===== src/rtl/bcd_to_bin.sv =====
// bcd_to_bin: sequential packed-BCD to unsigned binary converter.
//
// One digit is folded in per clock, most significant digit first, using a
// multiply-by-10 accumulate (acc*8 + acc*2 + digit). A conversion takes
// DIGITS cycles in CONV plus one DONE cycle; the minimum spacing between
// accepted starts is DIGITS+2 cycles.
//
// Ports:
//   clk_i      system clock
//   rst_i      synchronous, active-high reset
//   start_i    conversion request, sampled only in IDLE
//   bcd_in_i   packed BCD, [3:0] is the least significant digit
//   busy_o     high while converting (registered)
//   done_o     one-cycle pulse when bin_out_o / error_o update
//   bin_out_o  registered binary result, held between conversions
//   error_o    last conversion saw a digit > 9
//
// Optional build macro BCD2BIN_AUTO_EN: free-running mode where start_i is
// ignored and IDLE always starts a new conversion, so the result tracks a
// live bcd_in_i with period DIGITS+2 and done_o pulses every period.

module bcd_to_bin #(
  parameter int unsigned DIGITS = 3,
  parameter int unsigned BIN_W  = 10
) (
  input  logic                  clk_i,
  input  logic                  rst_i,
  input  logic                  start_i,
  input  logic [4*DIGITS-1:0]   bcd_in_i,
  output logic                  busy_o,
  output logic                  done_o,
  output logic [BIN_W-1:0]      bin_out_o,
  output logic                  error_o
);

  localparam int unsigned ACC_W = BIN_W + 4;
  localparam int unsigned IDX_W = (DIGITS > 1) ? $clog2(DIGITS) : 1;

  typedef enum logic [1:0] {
    S_IDLE = 2'd0,
    S_CONV = 2'd1,
    S_DONE = 2'd2
  } state_e;

  state_e                state_q;
  logic [4*DIGITS-1:0]   shadow_q;
  logic [ACC_W-1:0]      acc_q;
  logic [IDX_W-1:0]      idx_q;
  logic                  bad_q;
  logic                  busy_q;
  logic                  done_q;
  logic [BIN_W-1:0]      bin_q;
  logic                  err_q;

  logic                  start_c;
  logic [3:0]            digit_c;
  logic [ACC_W-1:0]      acc_d;
  logic                  bad_d;
  logic                  last_c;

  // Effective start request: forced high in free-running mode.
`ifdef BCD2BIN_AUTO_EN
  logic unused_start;
  assign unused_start = start_i;
  assign start_c      = 1'b1;
`else
  assign start_c      = start_i;
`endif

  // Current digit and next accumulator value (acc*10 + digit).
  always_comb begin
    digit_c = shadow_q[4*idx_q +: 4];
    acc_d   = (acc_q << 3) + (acc_q << 1) + ACC_W'(digit_c);
    bad_d   = bad_q | (digit_c > 4'd9);
    last_c  = (idx_q == '0);
  end

  // Control FSM, datapath registers and registered outputs.
  always_ff @(posedge clk_i) begin
    if (rst_i) begin
      state_q  <= S_IDLE;
      shadow_q <= '0;
      acc_q    <= '0;
      idx_q    <= '0;
      bad_q    <= 1'b0;
      busy_q   <= 1'b0;
      done_q   <= 1'b0;
      bin_q    <= '0;
      err_q    <= 1'b0;
    end else begin
      case (state_q)
        S_IDLE: begin
          done_q <= 1'b0;
          if (start_c) begin
            shadow_q <= bcd_in_i;
            acc_q    <= '0;
            idx_q    <= IDX_W'(DIGITS - 1);
            bad_q    <= 1'b0;
            busy_q   <= 1'b1;
            state_q  <= S_CONV;
          end
        end
        S_CONV: begin
          acc_q <= acc_d;
          bad_q <= bad_d;
          idx_q <= idx_q - IDX_W'(1);
          if (last_c) begin
            busy_q  <= 1'b0;
            done_q  <= 1'b1;
            state_q <= S_DONE;
            // An invalid digit keeps the previous result and flags error.
            if (bad_d) begin
              err_q <= 1'b1;
            end else begin
              bin_q <= acc_d[BIN_W-1:0];
              err_q <= 1'b0;
            end
          end
        end
        S_DONE: begin
          done_q  <= 1'b0;
          state_q <= S_IDLE;
        end
        default: begin
          busy_q  <= 1'b0;
          done_q  <= 1'b0;
          state_q <= S_IDLE;
        end
      endcase
    end
  end

  assign busy_o    = busy_q;
  assign done_o    = done_q;
  assign bin_out_o = bin_q;
  assign error_o   = err_q;

endmodule


===== config.mk =====
export PLATFORM = sky130hd
export DESIGN_NAME = bcd_to_bin
export DESIGN_NICKNAME = d
export VERILOG_FILES = /design/src/rtl/bcd_to_bin.sv
export SDC_FILE = /design/constraint.sdc
export NUM_CORES = 1
export LEC_CHECK = 0
export CORE_MARGIN = 2
export CORE_UTILIZATION = 48
export DETAILED_ROUTE_END_ITERATION = 6
export DONT_BUFFER_PORTS = 1
export MAX_ROUTING_LAYER = met4
export SYNTH_ARGS = -nofsm -noshare
export SYNTH_HDL_FRONTEND = slang
export SYNTH_SLANG_ARGS = --single-unit

===== constraint.sdc =====
create_clock -name clk_i -period 2.9 [get_ports clk_i]
set_input_delay 0.435 -clock clk_i [delete_from_list [all_inputs] [get_ports clk_i]]
set_output_delay 0.435 -clock clk_i [all_outputs]
set_load 0.005 [all_outputs]

==> impl_metrics.json <==
{
  "status": "finished clean",
  "first_pass_iters": 4,
  "synth-simple-area-share": 0.113,
  "yosysWarnings": 0,
  "period_needed_ps": 2690,
  "cap_violations": 0,
  "cts_buffers": 5,
  "critical_path_arrival_ps": 2920,
  "ys_types": 39,
  "cts_num_sinks": 39,
  "p_per_area_nw_per_um2": 530,
  "regToRegEndpoint": "bin_out_o[8]$_SDFFE_PP0P_",
  "grt_max_degree": 25,
  "cts_tree": "built",
  "synth_area_per_cell_um2": 9.97,
  "grt_overflow": 0,
  "chipWidth_um": 67.0,
  "worstHoldPathCells": 1,
  "synth_seq_cells": 39,
  "setup_viol": 0,
  "cp_slowest_cell": "or4_1",
  "cpPeakStageDelay_ps": 390,
  "routed-via-count": 1360,
  "dieArea_um2": 4490,
  "cp_max_fo": 4,
  "synth_mux_area_frac": 0.0894,
  "layout_setup_ws_ps": 209,
  "fp.dieH_um": 67.0,
  "place.gp.congestion": 0.809,
  "antenna-diode-count": 0,
  "layout_commonest_cell": "dfxtp_1",
  "yosysSeqAreaShare": 0.410,
  "crit_path_start_kind": "flip-flop",
  "rows": 22,
  "syn_to_final_growth_pct": 6.70,
  "cts.reportedPaths.clkPinSlew_ps": 80,
  "via_per_inst": 5.60,
  "drtIter0Drc": 69,
  "finalNetCount": 226,
  "worst_slew_pin_slew_ps": 723,
  "wl_per_cell_um": 15.4,
  "skew_ps": 13.6,
  "antenna_found_initial": 0,
  "first_global_vias": 1352,
  "pre_cts_ws_ps": 111,
  "synthXorXnorAreaFrac": 0.0276,
  "fin_crit_sh": 0.928,
  "ir_worst_vdd_uv": 324,
  "setup_tns_ps": 0,
  "synth_top_family_by_area": "compound AO/OA/AOI/OAI gates",
  "drt_wl_total_um": 3750,
  "setup.worst_path.end_class": "flip-flop",
  "hold_viol": 0,
  "drc": 0,
  "yosys.area.top_type": "dfxtp_1",
  "core-area_um2": 3740,
  "grt_use_total": 0.200,
  "r2r_cells": 12,
  "path_class": "reg2reg",
  "io_buffers": 0,
  "grt_setup_unrepaired": "false",
  "syn-num-nets": 223,
  "hold_class": "in2reg",
  "synthAdderAreaFrac": 0.120,
  "clkLatencyLatePin_ps": 290,
  "p_leak_nw": 0.878,
  "root_buffer": "clkbuf_8",
  "r2r-start": "idx_q[1]$_SDFFE_PP0P_",
  "start_util": 0.509,
  "synth.area.top_cells": "dfxtp_1 41%, ha_1 9.9%, mux2i_1 8.9%",
  "dp_hpwl_um": 2870,
  "r2r_slack_ps": 210,
  "slew_headroom": 0.517,
  "required_ps": 3120,
  "min_from": "rst_i",
  "crit_chain": "buf_4, mux2i_1, o2bb2ai_1, ha_1, ha_1, inv_1, fa_1, nor2b_1, o31a_1, or4_1, and3_1, o2bb2ai_1",
  "max_clock_freq_mhz": 372,
  "cts_htree_levels": 2,
  "layout_common_cells": "38 x dfxtp_1, 25 x nor2_1, 17 x mux2i_1",
  "synth_compound_gate_area_share": 0.191,
  "drtAntennaViolNets": 0,
  "final_layout_size_suffix_gt1_frac": 0.0923,
  "grt_pass1_wl_um": 6540,
  "boundaryPins": 28,
  "synthesis.area_um2": 1900,
  "maxSlewViolCount": 0,
  "netlist_instances": 191,
  "post_cts.repair.setup_buffers": 0,
  "hold_end": "busy_o$_SDFFE_PP0P_",
  "synth_top_area_share": 0.410,
  "clockBufferDepth": 2
}
-- flip-flops by register name, indices dropped and copies added (netlist names) --
name       flops
bin_out_o     10
done_o         1
acc_q          9
busy_o         1
bad_q          1
error_o        1
shadow_q      12
idx_q          2
state_q        2
-- where the power goes --
group          switching (mW)  total, mW  internal (mW)
sequential             0.0217      0.583          0.561
clock                   0.185      0.354          0.169
combinational          0.0789      0.140         0.0612
-- metal layers --
layer | vias up | share of wire | wire (um) | track usage
li1 | 686 | - | - | -
met1 | 630 | 0.45 | 1690 | 0.237
met2 | 39 | 0.48 | 1790 | 0.336
met3 | 5 | 0.061 | 230 | 0.0541
met4 | 0 | 0.0096 | 36 | 0.0536
met5 | - | 0 | 0 | -
-- how the worst max path moves through the flow --
stage	from	end	slack (ps)	cells after the start
after floorplan	idx_q[0]$_SDFFE_PP0P_	bin_out_o[9]$_SDFFE_PP0P_	280	11
after CTS	idx_q[1]$_SDFFE_PP0P_	bin_out_o[8]$_SDFFE_PP0P_	80	12
after detailed placement	idx_q[1]$_SDFFE_PP0P_	bin_out_o[9]$_SDFFE_PP0P_	110	11
after global routing	idx_q[1]$_SDFFE_PP0P_	bin_out_o[8]$_SDFFE_PP0P_	20	11
after global placement	idx_q[1]$_SDFFE_PP0P_	bin_out_o[9]$_SDFFE_PP0P_	190	11
final	idx_q[1]$_SDFFE_PP0P_	bin_out_o[8]$_SDFFE_PP0P_	210	12
-- Yosys cell counts --
cell type,number
dfxtp_1,39
nor2_1,25
mux2i_1,17
ha_1,15
a22o_1,14
inv_1,13
a21oi_1,8
nand2_1,5
o21ai_0,5
xnor2_1,5
nor3_1,4
o2bb2ai_1,4
clkbuf_1,3
nor2b_1,3
a211oi_1,2
buf_6,2
fa_1,2
nand2b_1,2
o211ai_1,2
o21ba_2,2
a21boi_0,1
a21o_1,1
a21oi_4,1
a31oi_1,1
and3_1,1
and3_2,1
and3b_1,1
buf_2,1
buf_4,1
nand3b_1,1
nor2b_4,1
o21a_1,1
o21ai_1,1
o21ai_2,1
o2bb2ai_2,1
o31a_1,1
o31ai_1,1
or4_1,1
xor2_1,1
-- critical path: cells and delay by family, from the launching register on --
family | cells | cell delay, ps
AO/OA/AOI/OAI | 3 | 550
adder cells (fa/ha/maj) | 3 | 600
buffers and inverters | 2 | 220
flip-flops | 1 | 380
multiplexers | 1 | 210
AND/OR/NAND/NOR | 3 | 670
-- logic make-up (layout without fill, tap and decap cells) --
group           after synthesis  in the layout
flops                        39             39
xor+xnor                      6              6
fa+ha+maj                    17             17
compound gates               47             47
simple gates                 45             45
mux                          17             17
buf+inv                      20             24
-- what timing repair did --
| item | CTS | global route |
|---|---|---|
| endpoints found under the setup margin | 0 | 3 |
| gates resized for setup | 0 | 3 |
| hold buffers | 0 | 0 |
-- cell type report --
| cell class | instances | area, um2 |
|---|---|---|
| clock buffer | 7 | 76.3 |
| clock inverter | 1 | 5.00 |
| fill | 363 | 1710 |
| inverter | 13 | 48.8 |
| multi-input combinational | 132 | 1030 |
| sequential | 39 | 785 |
| tap | 48 | 60.1 |
| timing repair buffer | 3 | 22.5 |
-- stage by stage --
step | hold slack [ps] | total power [mW] | cells | area (um2) | utilization
4_1_cts | 208 | 1.08 | 243 | 2020 | 0.540
3_5_place_dp | 475 | 0.735 | 235 | 1940 | 0.518
2_1_floorplan | 439 | 0.709 | 191 | 1900 | -
3_3_place_gp | 460 | 0.730 | 235 | 1940 | 0.518
5_1_grt | 200 | 1.14 | 243 | 2030 | 0.543
6_report | 213 | 1.08 | 243 | 2030 | 0.543
Power figures use the tool's default switching activity.
